[src/rtl/matrix_pkg.sv]
// Shared definitions for the matrix-multiply datapath: FSM state encoding and
// buffer sizing helpers used by the loader and the read-address control.
package matrix_pkg;

    typedef enum logic [1:0] {
        LOAD_A = 2'd0,
        LOAD_B = 2'd1,
        START  = 2'd2,
        RUN    = 2'd3
    } state_t;

    function automatic int calc_depth(input int m, input int n);
        return (m * m) / n;
    endfunction

    function automatic int calc_aw(input int depth);
        return (depth > 1) ? $clog2(depth) : 1;
    endfunction

endpackage

[src/rtl/matrix_loader_wr_port.sv]
// Registered write port for one slice buffer: strobe plus address/data that
// hold their last value while the strobe is low.
module matrix_loader_wr_port #(
    parameter int AW = 4,
    parameter int WW = 24
) (
    input  logic          clk,
    input  logic          rst,
    input  logic          wr_req,
    input  logic [AW-1:0] addr,
    input  logic [WW-1:0] data,
    output logic          wr_en,
    output logic [AW-1:0] wr_addr,
    output logic [WW-1:0] wr_data
);

    // Register the write strobe and capture address/data only on a request.
    always_ff @(posedge clk or posedge rst) begin
        if (rst) begin
            wr_en   <= 1'b0;
            wr_addr <= {AW{1'b0}};
            wr_data <= {WW{1'b0}};
        end else begin
            wr_en <= wr_req;
            if (wr_req) begin
                wr_addr <= addr;
                wr_data <= data;
            end
        end
    end

endmodule

[src/rtl/matrix_loader.sv]
// Matrix loader: streams matrix A then B into slice buffers, pulses
// compute_start and waits for compute_done. Optional s_last framing check
// enabled by defining LOADER_LAST_CHK_EN.
module matrix_loader
    import matrix_pkg::*;
#(
    parameter int N  = 3,
    parameter int M  = 6,
    parameter int DW = 8,
    localparam int DEPTH = calc_depth(M, N),
    localparam int AW    = calc_aw(DEPTH)
) (
    input  logic            clk,
    input  logic            rst,
    input  logic            s_valid,
    output logic            s_ready,
    input  logic [N*DW-1:0] s_data,
    input  logic            s_last,
    output logic            wr_en_A,
    output logic [AW-1:0]   wr_addr_A,
    output logic [N*DW-1:0] wr_data_A,
    output logic            wr_en_B,
    output logic [AW-1:0]   wr_addr_B,
    output logic [N*DW-1:0] wr_data_B,
    output logic            compute_start,
    input  logic            compute_done,
    output logic            busy,
    output logic            err_last
);

    state_t          state_r;
    state_t          state_nxt_s;
    logic [AW-1:0]   word_cnt_r;
    logic            transfer_s;
    logic            cnt_wrap_s;
    logic            wr_req_a_s;
    logic            wr_req_b_s;

    assign transfer_s = s_valid & s_ready;
    assign cnt_wrap_s = (word_cnt_r == AW'(DEPTH - 1));
    assign wr_req_a_s = transfer_s & (state_r == LOAD_A);
    assign wr_req_b_s = transfer_s & (state_r == LOAD_B);

    // State register.
    always_ff @(posedge clk or posedge rst) begin
        if (rst) begin
            state_r <= LOAD_A;
        end else begin
            state_r <= state_nxt_s;
        end
    end

    // Next-state logic; compute_done only matters while in RUN.
    always_comb begin
        state_nxt_s = state_r;
        case (state_r)
            LOAD_A: begin
                if (transfer_s && cnt_wrap_s) state_nxt_s = LOAD_B;
                else                          state_nxt_s = LOAD_A;
            end
            LOAD_B: begin
                if (transfer_s && cnt_wrap_s) state_nxt_s = START;
                else                          state_nxt_s = LOAD_B;
            end
            START: state_nxt_s = RUN;
            RUN: begin
                if (compute_done) state_nxt_s = LOAD_A;
                else              state_nxt_s = RUN;
            end
            default: state_nxt_s = LOAD_A;
        endcase
    end

    // State decode for handshake and status outputs.
    always_comb begin
        s_ready       = 1'b0;
        busy          = 1'b0;
        compute_start = 1'b0;
        case (state_r)
            LOAD_A, LOAD_B: s_ready = 1'b1;
            START: begin
                busy          = 1'b1;
                compute_start = 1'b1;
            end
            RUN:     busy = 1'b1;
            default: s_ready = 1'b0;
        endcase
    end

    // Word counter shared by both matrices; wraps together with the state advance.
    always_ff @(posedge clk or posedge rst) begin
        if (rst) begin
            word_cnt_r <= {AW{1'b0}};
        end else if (transfer_s) begin
            word_cnt_r <= cnt_wrap_s ? {AW{1'b0}} : word_cnt_r + AW'(1);
        end
    end

    matrix_loader_wr_port #(.AW(AW), .WW(N*DW)) u_wr_a (
        .clk     (clk),
        .rst     (rst),
        .wr_req  (wr_req_a_s),
        .addr    (word_cnt_r),
        .data    (s_data),
        .wr_en   (wr_en_A),
        .wr_addr (wr_addr_A),
        .wr_data (wr_data_A)
    );

    matrix_loader_wr_port #(.AW(AW), .WW(N*DW)) u_wr_b (
        .clk     (clk),
        .rst     (rst),
        .wr_req  (wr_req_b_s),
        .addr    (word_cnt_r),
        .data    (s_data),
        .wr_en   (wr_en_B),
        .wr_addr (wr_addr_B),
        .wr_data (wr_data_B)
    );

`ifdef LOADER_LAST_CHK_EN
    // Sticky framing error: s_last must mark exactly the final word of each matrix.
    always_ff @(posedge clk or posedge rst) begin
        if (rst) begin
            err_last <= 1'b0;
        end else if (transfer_s && (s_last != cnt_wrap_s)) begin
            err_last <= 1'b1;
        end
    end
`else
    logic unused_last_s;
    assign unused_last_s = s_last;
    assign err_last      = 1'b0;
`endif

endmodule
[config.mk]
export PLATFORM = sky130hd
export DESIGN_NAME = matrix_loader
export DESIGN_NICKNAME = d
export VERILOG_FILES = /design/src/rtl/matrix_pkg.sv /design/src/rtl/matrix_loader_wr_port.sv /design/src/rtl/matrix_loader.sv
export SDC_FILE = /design/constraint.sdc
export NUM_CORES = 1
export LEC_CHECK = 0
export ABC_AREA = 1
export BUFFER_PORTS_ARGS = -buffer_cell sky130_fd_sc_hd__clkbuf_2
export CAP_MARGIN = 0
export CORE_MARGIN = 10
export CORE_UTILIZATION = 50
export DETAILED_ROUTE_END_ITERATION = 16
export MAX_ROUTING_LAYER = met4
export PLACE_DENSITY = 0.85
export SYNTH_ARGS = -nofsm -noshare
export SYNTH_HDL_FRONTEND = slang
export SYNTH_SLANG_ARGS = --single-unit
[constraint.sdc]
create_clock -name clk -period 2.4 [get_ports clk]
set_clock_uncertainty 0.1 [all_clocks]
set_input_delay 0 -clock clk [delete_from_list [all_inputs] [get_ports clk]]
set_output_delay 0 -clock clk [all_outputs]
set_load 0.01 [all_outputs]
==> results of run 1 <==
## kinds of logic (layout without fill, tap and decap cells)
| logic type | after synthesis | in the layout |
|---|---|---|
| simple gates | 80 | 80 |
| flops | 64 | 64 |
| compound gates | 60 | 60 |
| buf+inv | 49 | 168 |
| fa+ha+maj | 1 | 1 |
| other cells | 1 | 1 |
## layout by cell type, fill, tap and decap left out
cell type	Yosys	routed
dlygate4sd3_1	1	27
inv_4	1	1
nor2_1	6	6
inv_2	2	3
nand4_1	1	1
clkbuf_8	0	10
conb_1	1	1
nand2_4	2	2
nor2_2	1	1
inv_1	32	31
clkinv_2	0	4
nand2_2	11	11
o21ai_1	10	10
clkbuf_1	1	2
clkbuf_2	3	88
o21ai_2	31	31
buf_12	1	2
ha_1	1	1
nand2_1	54	54
nand3_1	5	5
o21ai_0	19	19
dfrtp_1	64	64
## worst reg2reg max path: cells and delay by family (launching register included)
family | cells | cell delay [ns]
AND/OR/NAND/NOR | 2 | 0.43
flip-flops | 1 | 0.42
AO/OA/AOI/OAI | 1 | 0.40
buffers and inverters | 2 | 0.20
## power breakdown
part / switching, mW / internal [mW]
Clock: 0.388 / 0.396
Combinational: 1.12 / 0.731
Sequential: 0.304 / 1.59
## flip-flops by register name, indices dropped and copies added, names as in the netlist
register	flops
u_wr_a.wr_data	24
u_wr_b.wr_data	24
u_wr_a.wr_addr	4
u_wr_b.wr_addr	4
word_cnt_r	4
state_r	2
u_wr_a.wr_en	1
u_wr_b.wr_en	1
## area by class of cell
type,count,area (um^2),area share
Clock buffer,12,145,0.0412
Clock inverter,4,20.0,0.00568
Inverter,35,134,0.0380
Multi-Input combinational cell,142,787,0.223
Sequential cell,64,1600,0.454
Tap cell,70,87.6,0.0248
Timing Repair Buffer,117,751,0.213
## through the flow
| stage | instances | total power, mW | hold WS (ns) | util | setup WS, ns |
|---|---|---|---|---|---|
| CTS | 444 | 4.57 | 0.178 | 0.686 | 0.744 |
| global placement | 401 | 3.66 | -0.0256 | 0.601 | 0.806 |
| finish | 444 | 4.52 | 0.186 | 0.686 | 0.730 |
| floorplan | 255 | 3.09 | 0.0484 | - | 0.702 |
| global route | 444 | 4.87 | 0.215 | 0.686 | 0.576 |
| detailed placement | 401 | 3.75 | -0.0219 | 0.601 | 0.766 |
## what timing repair did
item	4_1_cts	5_1_grt
resized for setup	0	0
hold buffers	27	0
endpoints found under the hold margin	117	0
## layer usage
metal / part of all wire / vias to the layer above / global-route usage
met2: 0.52 / 56 / 0.256
met1: 0.41 / 963 / 0.170
li1: - / 1028 / -
met3: 0.059 / 6 / 0.0432
met5: 0 / - / -
met4: 0.0075 / 0 / 0.0656
## worst paths after layout
kind / startpoint / endpoint / slack (ns)
max: state_r[1] / u_wr_a.wr_data[17] / 0.73
min: rst / u_wr_b.wr_data[1] / 0.19
max reg2reg: state_r[1] / u_wr_a.wr_data[17] / 0.73
min reg2reg: u_wr_b.wr_data[18] / u_wr_b.wr_data[18] / 0.39
max in group asynchronous: rst / u_wr_b.wr_data[16] / 1.75
min in group clk: s_data[2] / u_wr_a.wr_data[2] / 0.36
==> run_results.csv, run 1 <==
group,metric,value,unit
run_status,outcome,"finished clean",
placed_design,placed_area,3090,um^2
critical_path,cp-start-kind,"flip-flop",
global_route,antenna_found_initial,0,
route,vias_per_cell,4.62,
placed_design,port_buffers,88,
synth,synthAdderAreaFrac,0.00469,
synth,synth_top_area_cell,"dfrtp_1",
critical_path,critical_path_class,"reg -> reg",
critical_path,cp.required,2.52,ns
synth,synth_seq_area_share,0.601,
timing,rsz0062_at_grt,"no",
global_route,grtUsageTotal,0.154,
timing,setup_viol,0,
synth,synth_most_common_cell,"dfrtp_1",
synth,syn-num-nets,285,
route,totalWireLength,6280,um
route,vias,2053,
critical_path,reg2reg_depth,5,
timing,worst_pin_slew,0.746,ns
placed_design,gp_congestion,0.757,
synth,synth_top_family_by_area,"compound AO/OA/AOI/OAI gates",
cts,cts_sinks,64,
critical_path,crit_slowest_cell,"dfrtp_1",
critical_path,critPathTopFamily,"simple AND/OR/NAND/NOR gates",
floorplan,die_x,93.0,um
floorplan,rows,26,
timing,fmax,599,MHz
timing,layout_min_cycle_time,1.67,ns
synth,synth_edf_count,0,
placed_design,dpl.hpwl,4200,um
route,initialDrtViolationCount,78,
critical_path,max_stage_delay,0.42,ns
route,dr.pass1.iters,4,
critical_path,cp.arrival,1.79,ns
cells_and_area,nFillCells,419,
timing,report.final.slew_viol_count,0,
global_route,grt.overflow.total,0,
route,antenna_left,0,
power,p_leak,1.90,nW
critical_path,worst-path-buf-inv,2,
critical_path,cp.depth,5,
route,wire_per_inst,14.2,um
synth,yosys.area_share.simple,0.133,
route,drc,0,
floorplan,core,5140,um^2
cts,cts_tree,"built",
cells_and_area,nets,399,
flow_run,maxCapViolations,0,
cts,clk_latency,0.33,ns
synth,synth_flop_cell,"dfrtp_1",
synth,ys_types,23,
synth,ys_ff_latch,64,
synth,synth_top_area_frac,0.601,
critical_path,crit_top_cell,"nand2_4",
cts,cts_setup_buffers,0,
critical_path,cp_max_fo,57,
cells_and_area,area_delta_synth_final,32.3,%
cells_and_area,fin_area,3530,um^2
global_route,grt_pass1_vias,2122,
synth,syn_area,2670,um^2
timing,finalHoldViolations,0,
critical_path,critPathCaptureType,"flip-flop",
synth,async_reset_ff_frac,1.00,
cts,ctsRootBufferMaster,"clkbuf_8",
cts,cts_made_buffers,9,
power,irDropWorstVdd,0.907,mV
synth,synth_common_cells,"dfrtp_1 (64), nand2_1 (54), inv_1 (32), o21ai_2 (31), o21ai_0 (19)",
synth,yosys_warnings,0,
timing,finalCritPeriodShare,0.696,
cells_and_area,diodes,0,
synth,synth_compound_area_frac,0.156,
floorplan,die-height,93.0,um
cts,clk_pin_slew,0.06,ns
cells_and_area,drive_gt1_frac,0.409,
synth,syn_inst,255,
hold_path,hp-class,"in -> async",
floorplan,initial_utilization,0.519,
synth,yosys-mux-area-fraction,0,
synth,yosys-top-cells-area,"dfrtp_1 (60%), o21ai_2 (10%), nand2_1 (7.6%), inv_1 (4.5%), o21ai_0 (3.6%)",
power,power_density,1280,nW/um^2
timing,totalNegativeSetupSlack,0,ns
floorplan,io_pins,91,
cts,clock_path_buffers,2,
synth,synth_xor_area_frac,0,
global_route,grt_pass1_wl,10400,um
cts,htree_num_levels,3,
timing,relSlewSlack,0.503,
floorplan,dieArea,8650,um^2
synth,synth.avg_cell_area,10.5,um^2
critical_path,crit_chain,"inv_2 -> nand2_4 -> inv_4 -> nand2_4 -> o21ai_0",
global_route,grt_max_degree,65,
(Power assumes the default switching activity.)
==> inputs of run 2 (changes only) <==
==> constraint.sdc (replaced) <==
create_clock -name clk -period 1.72 [get_ports clk]
set_clock_uncertainty 0.1 [all_clocks]
set_input_delay 0 -clock clk [delete_from_list [all_inputs] [get_ports clk]]
set_output_delay 0 -clock clk [all_outputs]
set_load 0.01 [all_outputs]
==> run_results.csv, run 2 (synthesized netlist as in run 1, its figures left out) <==
group,metric,value,unit
floorplan,die_x,93.0,um
cts,clk_pin_slew,0.07,ns
critical_path,crit_chain,"inv_2 -> nand2_4 -> inv_4 -> nand2_4 -> buf_4 -> nand2_1 -> o21ai_0",
timing,report.final.slew_viol_count,0,
global_route,grt_pass1_wl,10300,um
flow_run,maxCapViolations,0,
placed_design,placed_area,3110,um^2
cts,clock_path_buffers,2,
global_route,grt.overflow.total,0,
global_route,grt_pass1_vias,2121,
global_route,antenna_found_initial,0,
critical_path,r2r_slack,0.36,ns
critical_path,r2r_start,"state_r[1]",
cts,ctsResizeCount,0,
route,vias,2040,
run_status,outcome,"finished clean",
cts,ctsRootBufferMaster,"clkbuf_8",
cells_and_area,nFillCells,408,
floorplan,rows,26,
route,wire_per_inst,13.9,um
cells_and_area,fin_area,3570,um^2
floorplan,dieArea,8650,um^2
cts,cts_made_buffers,9,
timing,rsz0062_at_grt,"no",
cells_and_area,drive_gt1_frac,0.416,
route,drc,0,
critical_path,worst-path-buf-inv,3,
timing,finalCritPeriodShare,0.791,
route,totalWireLength,6210,um
critical_path,cp_max_fo,24,
cells_and_area,area_delta_synth_final,33.8,%
timing,setup_viol,0,
cts,cts_sinks,64,
floorplan,core,5140,um^2
critical_path,cp-start-kind,"flip-flop",
cells_and_area,utilization,0.694,
cells_and_area,final_common_cell,"clkbuf_2",
timing,fmax,735,MHz
critical_path,critPathCaptureType,"flip-flop",
route,initialDrtViolationCount,48,
cells_and_area,multi_input_area,787,um^2
placed_design,dpl.hpwl,4200,um
route,vias_per_cell,4.56,
power,p_leak,1.92,nW
timing,totalNegativeSetupSlack,0,ns
route,antenna_left,0,
cells_and_area,diodes,0,
critical_path,critical_path_class,"reg -> reg",
route,dr.pass1.iters,5,
cts,clk_latency,0.33,ns
power,report.power.total,6.40,mW
cts,cts_tree,"built",
power,irDropWorstVdd,0.963,mV
global_route,grt_max_degree,65,
cts,hold_buffers,27,
critical_path,reg2reg_depth,7,
cts,htree_num_levels,3,
cells_and_area,top_regs,"u_wr_a.wr_data (24), u_wr_b.wr_data (24)",
timing,layout_min_cycle_time,1.36,ns
critical_path,max_stage_delay,0.43,ns
critical_path,cp.arrival,1.46,ns
floorplan,die-height,93.0,um
critical_path,critPathTopFamily,"flip-flops",
cells_and_area,nets,402,
hold_path,hp-class,"in -> async",
cells_and_area,final_cell_mix,"clkbuf_2 (88), dfrtp_1 (64), nand2_1 (54), inv_1 (31), o21ai_2 (31)",
floorplan,io_pins,91,
critical_path,cp.required,1.82,ns
critical_path,crit_slowest_cell,"dfrtp_1",
cells_and_area,seqCellArea,1600,um^2
cts,cts_setup_buffers,0,
critical_path,reg2reg_to,"u_wr_a.wr_data[17]",
power,power_density,1790,nW/um^2
global_route,grtUsageTotal,0.152,
placed_design,port_buffers,88,
placed_design,gp_congestion,0.839,
critical_path,crit_top_cell,"nand2_4",
floorplan,initial_utilization,0.519,
timing,finalHoldViolations,0,
==> run 2: cell count changes in the layout (fill, tap and decap cells not counted) <==
cell      change
clkbuf_8      +2
buf_4         +3
clkbuf_1      -1
clkinv_2      -1
==> run 2: worst max path at each step <==
stage,start,to,depth (start not counted)
2_1_floorplan,rst,state_r[0],1
6_report,state_r[1],u_wr_a.wr_data[17],7
5_1_grt,state_r[1],u_wr_a.wr_data[16],7
3_5_place_dp,state_r[1],u_wr_a.wr_data[21],7
3_3_place_gp,state_r[1],u_wr_a.wr_data[16],7
4_1_cts,state_r[1],u_wr_a.wr_data[16],7
==> run 2: final cells by class <==
cell class,instances,share of cell area
Multi-Input combinational cell,142,0.221
Timing Repair Buffer,120,0.217
Tap cell,70,0.0246
Clock buffer,13,0.0474
Clock inverter,3,0.00421
Inverter,35,0.0375
Sequential cell,64,0.449
==> run 2: metal layers <==
layer  track usage  vias up  wire length (um)
li1              -     1032                 -
met1         0.166      937              2600
met2         0.251       63              3130
met3        0.0552        8               387
met4        0.0540        0                88
met5             -        -                 0
==> run 2: stage by stage <==
| stage | std cells | setup slack, ns | hold slack (ns) |
|---|---|---|---|
| global placement | 404 | 0.420 | -0.0252 |
| finish | 447 | 0.359 | 0.164 |
| detailed placement | 404 | 0.380 | -0.0122 |
| CTS | 447 | 0.365 | 0.180 |
| floorplan | 255 | 0.0219 | 0.0484 |
| global route | 447 | 0.223 | 0.192 |
==> run 2: worst reg2reg max path: cells and delay by family (launching register included) <==
family / cells / cell delay (ns)
AOI/OAI and AO/OA: 1 / 0.07
buffers and inverters: 3 / 0.41
DFF: 1 / 0.43
and+or+nand+nor: 3 / 0.20
==> run 2: report_power, final <==
group	switching [mW]	leakage, nW	internal (mW)	total [mW]
clock network	0.525	0.0992	0.634	1.16
registers	0.415	0.796	2.21	2.63
logic	1.57	1.02	1.05	2.62
total	2.51	1.92	3.90	6.40
==> inputs of run 3 (changes only) <==
==> constraint.sdc (replaced) <==
create_clock -name clk -period 1.3 [get_ports clk]
set_clock_uncertainty 0.1 [all_clocks]
set_input_delay 0 -clock clk [delete_from_list [all_inputs] [get_ports clk]]
set_output_delay 0 -clock clk [all_outputs]
set_load 0.01 [all_outputs]
==> run_results.csv, run 3 (synthesized netlist as in run 1, its figures left out) <==
group,metric,value,unit
floorplan,die_x,93.0,um
placed_design,dpl.hpwl,4310,um
placed_design,port_buffers,88,
floorplan,rows,26,
route,dr.pass1.iters,4,
power,report.power.total,9.31,mW
cts,clock_path_buffers,2,
hold_path,hp-class,"in -> async",
cells_and_area,final_common_cell,"clkbuf_2",
timing,report.final.slew_viol_count,0,
timing,rsz0062_at_grt,"yes",
timing,finalCritPeriodShare,0.978,
critical_path,cp_max_fo,20,
placed_design,gp_congestion,0.759,
route,initialDrtViolationCount,52,
run_status,outcome,"finished clean",
critical_path,crit_start,"state_r[0]",
floorplan,io_pins,91,
cells_and_area,final_cell_mix,"clkbuf_2 (88), dfrtp_1 (63), nand2_1 (43), o21ai_2 (34), inv_1 (31)",
global_route,antenna_found_initial,0,
route,antenna_left,0,
route,vias_per_cell,4.75,
floorplan,initial_utilization,0.519,
critical_path,crit_end,"u_wr_b.wr_data[3]",
cells_and_area,layout.cells.non_filler,459,
placed_design,placedCellCount,405,
critical_path,max_stage_delay,0.43,ns
cells_and_area,top_regs,"u_wr_a.wr_data (24), u_wr_b.wr_data (24)",
route,wire_per_inst,15.6,um
global_route,grt_pass1_vias,2192,
floorplan,die-height,93.0,um
critical_path,cp.arrival,1.39,ns
timing,setup_viol,0,
timing,fmax,787,MHz
critical_path,reg2reg_depth,6,
global_route,grt_pass1_wl,10500,um
cts,cts_tree,"built",
timing,layout_min_cycle_time,1.27,ns
route,totalWireLength,7180,um
flow_run,maxCapViolations,0,
global_route,grt_max_degree,65,
critical_path,crit_slowest_cell,"dfrtp_1",
cts,ctsRootBufferMaster,"clkbuf_8",
cts,cts_made_buffers,9,
cts,clk_latency,0.33,ns
critical_path,r2r_start,"state_r[0]",
floorplan,dieArea,8650,um^2
floorplan,core,5140,um^2
critical_path,critical_path_class,"reg -> reg",
cts,cts_sinks,64,
cells_and_area,nets,414,
global_route,grt.overflow.total,0,
power,irDropWorstVdd,1.39,mV
critical_path,r2r_slack,0.03,ns
cts,clk_pin_slew,0.07,ns
critical_path,crit_chain,"inv_4 -> nor2_4 -> nand2_4 -> buf_12 -> nand2_1 -> o21ai_1",
global_route,grtUsageTotal,0.158,
critical_path,reg2reg_to,"u_wr_b.wr_data[3]",
cts,htree_num_levels,3,
cells_and_area,area_delta_synth_final,44.2,%
cells_and_area,diodes,0,
route,drc,0,
power,power_density,2420,nW/um^2
power,p_leak,2.03,nW
critical_path,critPathCaptureType,"flip-flop",
timing,finalHoldViolations,0,
route,vias,2179,
cells_and_area,drive_gt1_frac,0.476,
critical_path,cp.required,1.42,ns
critical_path,cp-start-kind,"flip-flop",
run 3: cell types whose count changed in the layout (fill, tap and decap cells not counted), moves of 4 or more:
cell / before / now
nand2_1: 54 / 43
o21ai_1: 10 / 18
buf_12: 2 / 6
nand2_2: 11 / 21
o21ai_0: 19 / 8
run 3: metal layers:
metal	up-vias	routed length [um]	global-route usage	share of wire
met5	-	0	-	0
met4	0	144	0.0861	0.020
met3	15	385	0.0480	0.054
met2	64	3770	0.262	0.52
met1	1043	2880	0.166	0.40
li1	1057	-	-	-
run 3: final cells by class:
type                    instances  area (um^2)
repair buffers                132          977
multi-input cells             142          847
flip-flops and latches         64         1600
well taps                      70         87.6
clock buffers                  13          169
inverters                      35          145
fillers                       356         1300
clock inverters                 3         15.0
run 3: worst min path at each step:
| stage | startpoint | end | slack, ns | cells after the start |
|---|---|---|---|---|
| 6_report | rst | u_wr_a.wr_data[21] | 0.18 | 4 |
| 5_1_grt | rst | u_wr_a.wr_data[20] | 0.23 | 4 |
| 4_1_cts | rst | u_wr_a.wr_data[21] | 0.20 | 4 |
| 3_5_place_dp | rst | u_wr_a.wr_data[21] | 0.008 | 3 |
| 3_3_place_gp | rst | u_wr_a.wr_data[21] | 0.003 | 3 |
| 2_1_floorplan | rst | state_r[0] | 0.03 | 1 |
run 3: critical path: cells and delay by family (launching register included):
family                 cells  cell delay, ns
AO/OA/AOI/OAI              1            0.07
buffers and inverters      2            0.25
flip-flops                 1            0.43
AND/OR/NAND/NOR            3            0.30
run 3: per-stage QoR:
stage | worst slack (ns) | hold slack [ns] | utilization | area, um^2 | setup TNS (ns)
6_report | 0.0290 | 0.181 | 0.748 | 3840 | 0
5_1_grt | -0.0313 | 0.228 | 0.748 | 3840 | -0.430
4_1_cts | 0.00786 | 0.196 | 0.704 | 3620 | 0
3_5_place_dp | 0.0244 | 0.00802 | 0.613 | 3150 | 0
3_3_place_gp | 0.0709 | 0.00270 | 0.613 | 3150 | 0
2_1_floorplan | 0.0115 | 0.0313 | - | 2670 | 0
run 3: what timing repair did:
action,4_1_cts,5_1_grt
gates resized for setup,0,37
gates cloned,0,5
endpoints found under the setup margin,2,39
hold buffers,27,0
pin swaps,0,1
buffers inserted,2,4
hold endpoints to repair,118,0
run 3: power breakdown:
group,switching [mW],leakage [nW],internal (mW),total (mW)
Clock,0.729,0.0992,0.839,1.57
Combinational,2.34,1.14,1.85,4.20
Sequential,0.617,0.794,2.93,3.55
